`src/rtl/pong_pkg.sv`:
```
`default_nettype none
// ============================================================================
//  Module      : pong_pkg
//  Description : Shared types and defaults for the Pong match sequencer:
//                match state encoding, default scoring/hold constants and
//                the hold-timer width.
//  Revision    : 1.0 - initial release
// ============================================================================
package pong_pkg;

    localparam int WIN_SCORE_DEF = 5;
    localparam int GOAL_HOLD_DEF = 26;
    localparam int WIN_HOLD_DEF  = 32;
    localparam int HOLD_W        = 8;

    typedef enum logic [2:0] {
        ST_IDLE      = 3'd0,
        ST_PLAY      = 3'd1,
        ST_GOAL_HOLD = 3'd2,
        ST_WIN_HOLD  = 3'd3,
        ST_GAME_OVER = 3'd4
    } match_state_t;

endpackage : pong_pkg
`default_nettype wire

```
`src/rtl/hold_timer.sv`:
```
`default_nettype none
// ============================================================================
//  Module      : hold_timer
//  Description : Loadable down-counter that times the post-goal and post-win
//                freezes. Counts down to zero and parks there; done is high
//                whenever the count is zero.
//  Revision    : 1.0 - initial release
// ============================================================================
module hold_timer
    import pong_pkg::*;
(
    input  logic              BALL_CLOCK,
    input  logic              RESET,
    input  logic              load,
    input  logic [HOLD_W-1:0] value,
    output logic              done
);

    logic [HOLD_W-1:0] r_count;

    // Load takes priority; otherwise count down and stop at zero.
    always_ff @(posedge BALL_CLOCK) begin
        if (RESET) begin
            r_count <= '0;
        end else if (load) begin
            r_count <= value;
        end else if (r_count != '0) begin
            r_count <= r_count - 1'b1;
        end
    end

    assign done = (r_count == '0);

endmodule : hold_timer
`default_nettype wire

```
`src/rtl/match_controller.sv`:
```
`default_nettype none
// ============================================================================
//  Module      : match_controller
//  Description : Pong match sequencer. Counts goals, keeps both scores,
//                emits one-cycle goal/win pulses to the animation block,
//                freezes the ball during animations and picks the serve
//                direction for the next rally. All outputs are registered.
//  Revision    : 1.0 - initial release
// ============================================================================
module match_controller
    import pong_pkg::*;
#(
    parameter int WIN_SCORE = WIN_SCORE_DEF,
    parameter int SCORE_W   = 4,
    parameter int GOAL_HOLD = GOAL_HOLD_DEF,
    parameter int WIN_HOLD  = WIN_HOLD_DEF
) (
    input  logic               BALL_CLOCK,
    input  logic               RESET,
    input  logic               start_btn,
    input  logic               miss_left,
    input  logic               miss_right,
    output logic               goal_player_1,
    output logic               goal_player_2,
    output logic               win_player_1,
    output logic               win_player_2,
    output logic [SCORE_W-1:0] score_1,
    output logic [SCORE_W-1:0] score_2,
    output logic               ball_enable,
    output logic               serve_left,
    output logic               game_over
);

    localparam logic [SCORE_W-1:0] c_win_score = SCORE_W'(WIN_SCORE);
    localparam logic [HOLD_W-1:0]  c_goal_load = HOLD_W'(GOAL_HOLD - 1);
    localparam logic [HOLD_W-1:0]  c_win_load  = HOLD_W'(WIN_HOLD - 1);

    match_state_t       r_state, w_state_n;
    logic [SCORE_W-1:0] r_score_1, w_score_1_n;
    logic [SCORE_W-1:0] r_score_2, w_score_2_n;
    logic               r_goal_1, w_goal_1_n;
    logic               r_goal_2, w_goal_2_n;
    logic               r_win_1, w_win_1_n;
    logic               r_win_2, w_win_2_n;
    logic               r_ball_en, w_ball_en_n;
    logic               r_serve_left, w_serve_left_n;
    logic               r_game_over, w_game_over_n;

    logic               w_load;
    logic [HOLD_W-1:0]  w_load_val;
    logic               w_hold_done;
    logic               w_one_miss;
    logic [SCORE_W-1:0] w_new_score;

    // One timer serves both freezes; only one can be running at a time.
    hold_timer u_hold_timer (
        .BALL_CLOCK (BALL_CLOCK),
        .RESET      (RESET),
        .load       (w_load),
        .value      (w_load_val),
        .done       (w_hold_done)
    );

    // A simultaneous double miss is ambiguous and is discarded.
    assign w_one_miss  = miss_left ^ miss_right;
    // miss_right means player 1 scores; miss_left means player 2 scores.
    assign w_new_score = (miss_right ? r_score_1 : r_score_2) + 1'b1;

    // Next-state and next-output decode; pulses default low every cycle.
    always_comb begin
        w_state_n      = r_state;
        w_score_1_n    = r_score_1;
        w_score_2_n    = r_score_2;
        w_goal_1_n     = 1'b0;
        w_goal_2_n     = 1'b0;
        w_win_1_n      = 1'b0;
        w_win_2_n      = 1'b0;
        w_ball_en_n    = r_ball_en;
        w_serve_left_n = r_serve_left;
        w_game_over_n  = r_game_over;
        w_load         = 1'b0;
        w_load_val     = '0;

        case (r_state)
            ST_IDLE: begin
                if (start_btn) begin
                    w_state_n   = ST_PLAY;
                    w_score_1_n = '0;
                    w_score_2_n = '0;
                    w_ball_en_n = 1'b1;
                end
            end

            ST_PLAY: begin
                if (w_one_miss) begin
                    w_ball_en_n    = 1'b0;
                    w_serve_left_n = miss_left;
                    w_load         = 1'b1;
                    if (miss_right) begin
                        w_score_1_n = w_new_score;
                    end else begin
                        w_score_2_n = w_new_score;
                    end
                    if (w_new_score == c_win_score) begin
                        w_state_n  = ST_WIN_HOLD;
                        w_load_val = c_win_load;
                        w_win_1_n  = miss_right;
                        w_win_2_n  = miss_left;
                    end else begin
                        w_state_n  = ST_GOAL_HOLD;
                        w_load_val = c_goal_load;
                        w_goal_1_n = miss_right;
                        w_goal_2_n = miss_left;
                    end
                end
            end

            ST_GOAL_HOLD: begin
                if (w_hold_done) begin
                    w_state_n   = ST_PLAY;
                    w_ball_en_n = 1'b1;
                end
            end

            ST_WIN_HOLD: begin
                if (w_hold_done) begin
                    w_state_n     = ST_GAME_OVER;
                    w_game_over_n = 1'b1;
                end
            end

            ST_GAME_OVER: begin
                if (start_btn) begin
                    w_state_n     = ST_PLAY;
                    w_score_1_n   = '0;
                    w_score_2_n   = '0;
                    w_ball_en_n   = 1'b1;
                    w_game_over_n = 1'b0;
                end
            end

            default: begin
                w_state_n = ST_IDLE;
            end
        endcase
    end

    // State and output registers; reset outranks every input.
    always_ff @(posedge BALL_CLOCK) begin
        if (RESET) begin
            r_state      <= ST_IDLE;
            r_score_1    <= '0;
            r_score_2    <= '0;
            r_goal_1     <= 1'b0;
            r_goal_2     <= 1'b0;
            r_win_1      <= 1'b0;
            r_win_2      <= 1'b0;
            r_ball_en    <= 1'b0;
            r_serve_left <= 1'b0;
            r_game_over  <= 1'b0;
        end else begin
            r_state      <= w_state_n;
            r_score_1    <= w_score_1_n;
            r_score_2    <= w_score_2_n;
            r_goal_1     <= w_goal_1_n;
            r_goal_2     <= w_goal_2_n;
            r_win_1      <= w_win_1_n;
            r_win_2      <= w_win_2_n;
            r_ball_en    <= w_ball_en_n;
            r_serve_left <= w_serve_left_n;
            r_game_over  <= w_game_over_n;
        end
    end

    assign goal_player_1 = r_goal_1;
    assign goal_player_2 = r_goal_2;
    assign win_player_1  = r_win_1;
    assign win_player_2  = r_win_2;
    assign score_1       = r_score_1;
    assign score_2       = r_score_2;
    assign ball_enable   = r_ball_en;
    assign serve_left    = r_serve_left;
    assign game_over     = r_game_over;

endmodule : match_controller
`default_nettype wire

```
`config.mk`:
```
export PLATFORM = sky130hd
export DESIGN_NAME = match_controller
export DESIGN_NICKNAME = d
export VERILOG_FILES = /design/src/rtl/pong_pkg.sv /design/src/rtl/hold_timer.sv /design/src/rtl/match_controller.sv
export SDC_FILE = /design/constraint.sdc
export NUM_CORES = 1
export LEC_CHECK = 0
export ABC_AREA = 1
export CAP_MARGIN = 10
export CORE_MARGIN = 2
export CORE_UTILIZATION = 57
export DETAILED_ROUTE_END_ITERATION = 7
export PLACE_DENSITY = 0.83
export RECOVER_POWER = 25
export SETUP_SLACK_MARGIN = 0.1
export SYNTH_ARGS = -nofsm -noshare
export SYNTH_HDL_FRONTEND = slang
export SYNTH_HIERARCHICAL = 1
export SYNTH_SLANG_ARGS = --single-unit
export TNS_END_PERCENT = 50
```
`constraint.sdc`:
```
create_clock -name BALL_CLOCK -period 2.6 [get_ports BALL_CLOCK]
set_input_delay 0.52 -clock BALL_CLOCK [delete_from_list [all_inputs] [get_ports BALL_CLOCK]]
set_output_delay 0.52 -clock BALL_CLOCK [all_outputs]
set_load 0.01 [all_outputs]
```
==> metrics.txt <==
WP data required between 2000 and 3000 ps; Max H-tree Level 1; sequential cell area roughly 520 um^2; Hold WS 473 ps; Critical Path AT between 2000 and 3000 ps; max-cap violations 0; root buf cell clkbuf_4; Fmax approximately 440 MHz; R2R Path End r_state[0]$_SDFFE_PP0P_; Critical Path Max Stage Delay 520 ps; Slew Limit Headroom 0.569; Max clock buf depth 2; met1 Usage GRT 0.257; NumNets Final between 200 and 250; Worst Hold Endpoint ball_enable$_SDFFE_PP0P_; Core Footprint 2410 um^2; gr busiest metal met2; Syn-to-layout area delta 15.9%; Worst-Skew Late Latency 310 ps; Hold Crit Start ball_enable$_SDFFE_PP0P_; GRT overflow 0; TritonCTS clock tree built; share of cells above drive strength 1 0.130; RSZ-0062 raised after global routing false; Synth Cell Area 1420 um^2; vias per std cell 5.04; Netlist cell types 29; worst hold stages 2; crit-path cells clkdlybuf4s50_1, inv_2, nand2_1, nand2_1, ha_1, nand3b_1, nand2_1, nor2_4, nand3_2, nor2_1, nand2_1, o21ai_1, nor2_1, nor2_1; Crit Path Max Fanout 8; I/O pin total 20; number of global-route vias before repair around 1,100; Die ar. 2910 um^2; total power 1.77 mW; detailed-route via count between 1,000 and 1,500; clock skew 2.95 ps; fillers 210; drt total wl 2830 um; Post-Syn Area per Cell 7.07 um^2; postcts setup bufs 0; Critical Path End Type flip-flop; fin crit share 0.877; largest net degree at the start of global routing 16; #FFs+latches synth 26; Worst setup SP type primary input; gpl congestion 0.853; Die W 53.9 um; Pint 971 uW; post-cts sizing count 0; Diodes inserted 0; Clk pwr share 0.093; sequential share of power 0.350; Starting Density 0.589; DIE HEIGHT between 50 and 60 um; Worst R2R Setup Slack ~730 ps; max-slew violation count 0; Inserted Clock Buffers 3; initial antenna violation count 0; met2 usage in global routing 0.402; drc violations 0; Ys Warns 6; Post-DRT Antenna Nets 0; area of the multi-input gates around 770 um^2; Hold Buf Count CTS 0; sequential fraction of the synthesis area 0.367; R2R depth 10; clock-pin slew on the worst setup and hold paths ~130 ps; Combinational Power Share 0.557; Mapped Cells 201; status completed; VDD IR max 0.000786 V; Std-Cell Rows 18; Finish-stage setup viols 0; static leakage 0.720 nW; First DRT Iteration DRCs 34; drt wl/cell 11.2 um; Crit-path slowest cell clkdlybuf4s50_1; most frequent CP cell nand2_1; DP HPWL 2260 um; Clock Sink Count 26; Tot GR Track Use 0.220; Hold Vio Cnt, Final 0; TNS Setup 0 ps; RR Startpoint u_hold_timer/r_count[0]$_SDFFE_PP0P_; Power Density 1080 nW/um^2; Switching Fraction 0.453; first-pass GRT wire length 4730 um; Tmin final between 2000 and 2500 ps; routing usage on met3 0.0611; switching power 804 uW; DRT Pass-1 Iters 4; pin slew with the least headroom to its limit 644 ps; worst min path class flip-flop to flip-flop; Buffers on Ports 19; Setup CP Type primary input to flip-flop
==> worst max path at each step <==
stage | start | to | slack, ps | depth (start not counted)
after floorplan | miss_right | u_hold_timer/r_count[1]$_SDFFE_PP0P_ | 880 | 13
after global placement | miss_right | u_hold_timer/r_count[1]$_SDFFE_PP0P_ | 200 | 14
after detailed placement | miss_right | u_hold_timer/r_count[1]$_SDFFE_PP0P_ | 40 | 14
after CTS | miss_right | u_hold_timer/r_count[1]$_SDFFE_PP0P_ | 360 | 14
after global routing | miss_right | u_hold_timer/r_count[1]$_SDFFE_PP0P_ | 110 | 14
final | miss_right | u_hold_timer/r_count[1]$_SDFFE_PP0P_ | 320 | 14
==> kinds of logic (layout without fill, tap and decap cells) <==
| kind of cell | count (synthesis) | in the layout | share of synthesized area |
|---|---|---|---|
| compound gates | 29 | 29 | 0.107 |
| xor+xnor | 4 | 4 | 0.0247 |
| fa+ha+maj | 3 | 3 | 0.0264 |
| buf+inv | 29 | 49 | 0.0793 |
| flops | 26 | 26 | 0.367 |
| other cells | 1 | 3 | 0.00264 |
| simple gates | 109 | 109 | 0.393 |
==> state kept, by name (all words and copies together), names as in the netlist <==
name                  count
serve_left                1
game_over                 1
goal_player_1             1
ball_enable               1
win_player_2              1
r_state                   3
u_hold_timer/r_count      8
goal_player_2             1
score_2                   4
win_player_1              1
score_1                   4
==> per-stage QoR <==
stage                     cell area (um^2)  utilization  cells  setup slack [ps]
after floorplan                       1430            -    203               883
after global placement                1650        0.683    250               196
after detailed placement              1650        0.683    250              38.0
after CTS                             1670        0.692    253               362
after global routing                  1650        0.683    253               111
final                                 1650        0.683    253               319
==> cell usage in the layout (no fill, tap or decap), types with 5 or more instances in the layout <==
cell type         n
dfxtp_1          26
nand2_1          42
nor2_1           33
nor2_4            6
nand2_2           5
inv_1            19
a21oi_1          12
nand3_1           7
nor3_1            5
clkdlybuf4s50_1  15
o21ai_0           8
inv_2             7
o21ai_1           6
==> critical path, delay by kind of cell <==
family                     cells  cell delay, ps
buffers and inverters          2             700
and+or+nand+nor               10            1050
AOI/OAI and AO/OA              1              80
adders and majority gates      1             190
==> synth_stat cells, drive strengths merged <==
master | number | area share
a211oi | 1 | 0.0053
a21oi | 12 | 0.042
buf | 2 | 0.0070
clkinv | 1 | 0.0035
conb | 1 | 0.0026
dfxtp | 26 | 0.37
ha | 3 | 0.026
inv | 26 | 0.069
nand2 | 48 | 0.14
nand3 | 10 | 0.051
nand3b | 1 | 0.0053
nand4 | 3 | 0.013
nor2 | 41 | 0.16
nor3 | 5 | 0.018
o211ai | 1 | 0.0053
o21ai | 14 | 0.049
o21bai | 1 | 0.0053
or2 | 1 | 0.0062
xnor2 | 3 | 0.019
xor2 | 1 | 0.0062
==> power by group through the flow <==
stage	Sequential [mW]	Clock (mW)	Combinational, mW
2_1_floorplan	0.637	0	0.760
3_3_place_gp	0.625	0	1.01
3_5_place_dp	0.630	0	1.04
4_1_cts	0.621	0.171	1.04
5_1_grt	0.636	0.182	1.12
6_report	0.621	0.165	0.989
==> metal layers <==
layer | share of wire | vias up
li1 | - | 677
met3 | 0.039 | 4
met4 | 0.011 | 0
met2 | 0.51 | 25
met1 | 0.44 | 570
met5 | 0 | -
==> area by class of cell <==
type	count	area share
clock buffers	3	0.0137
inverters	27	0.0623
multi-input cells	148	0.470
flip-flops and latches	26	0.316
well taps	30	0.0228
repair buffers	19	0.116
(Power assumes the default switching activity.)
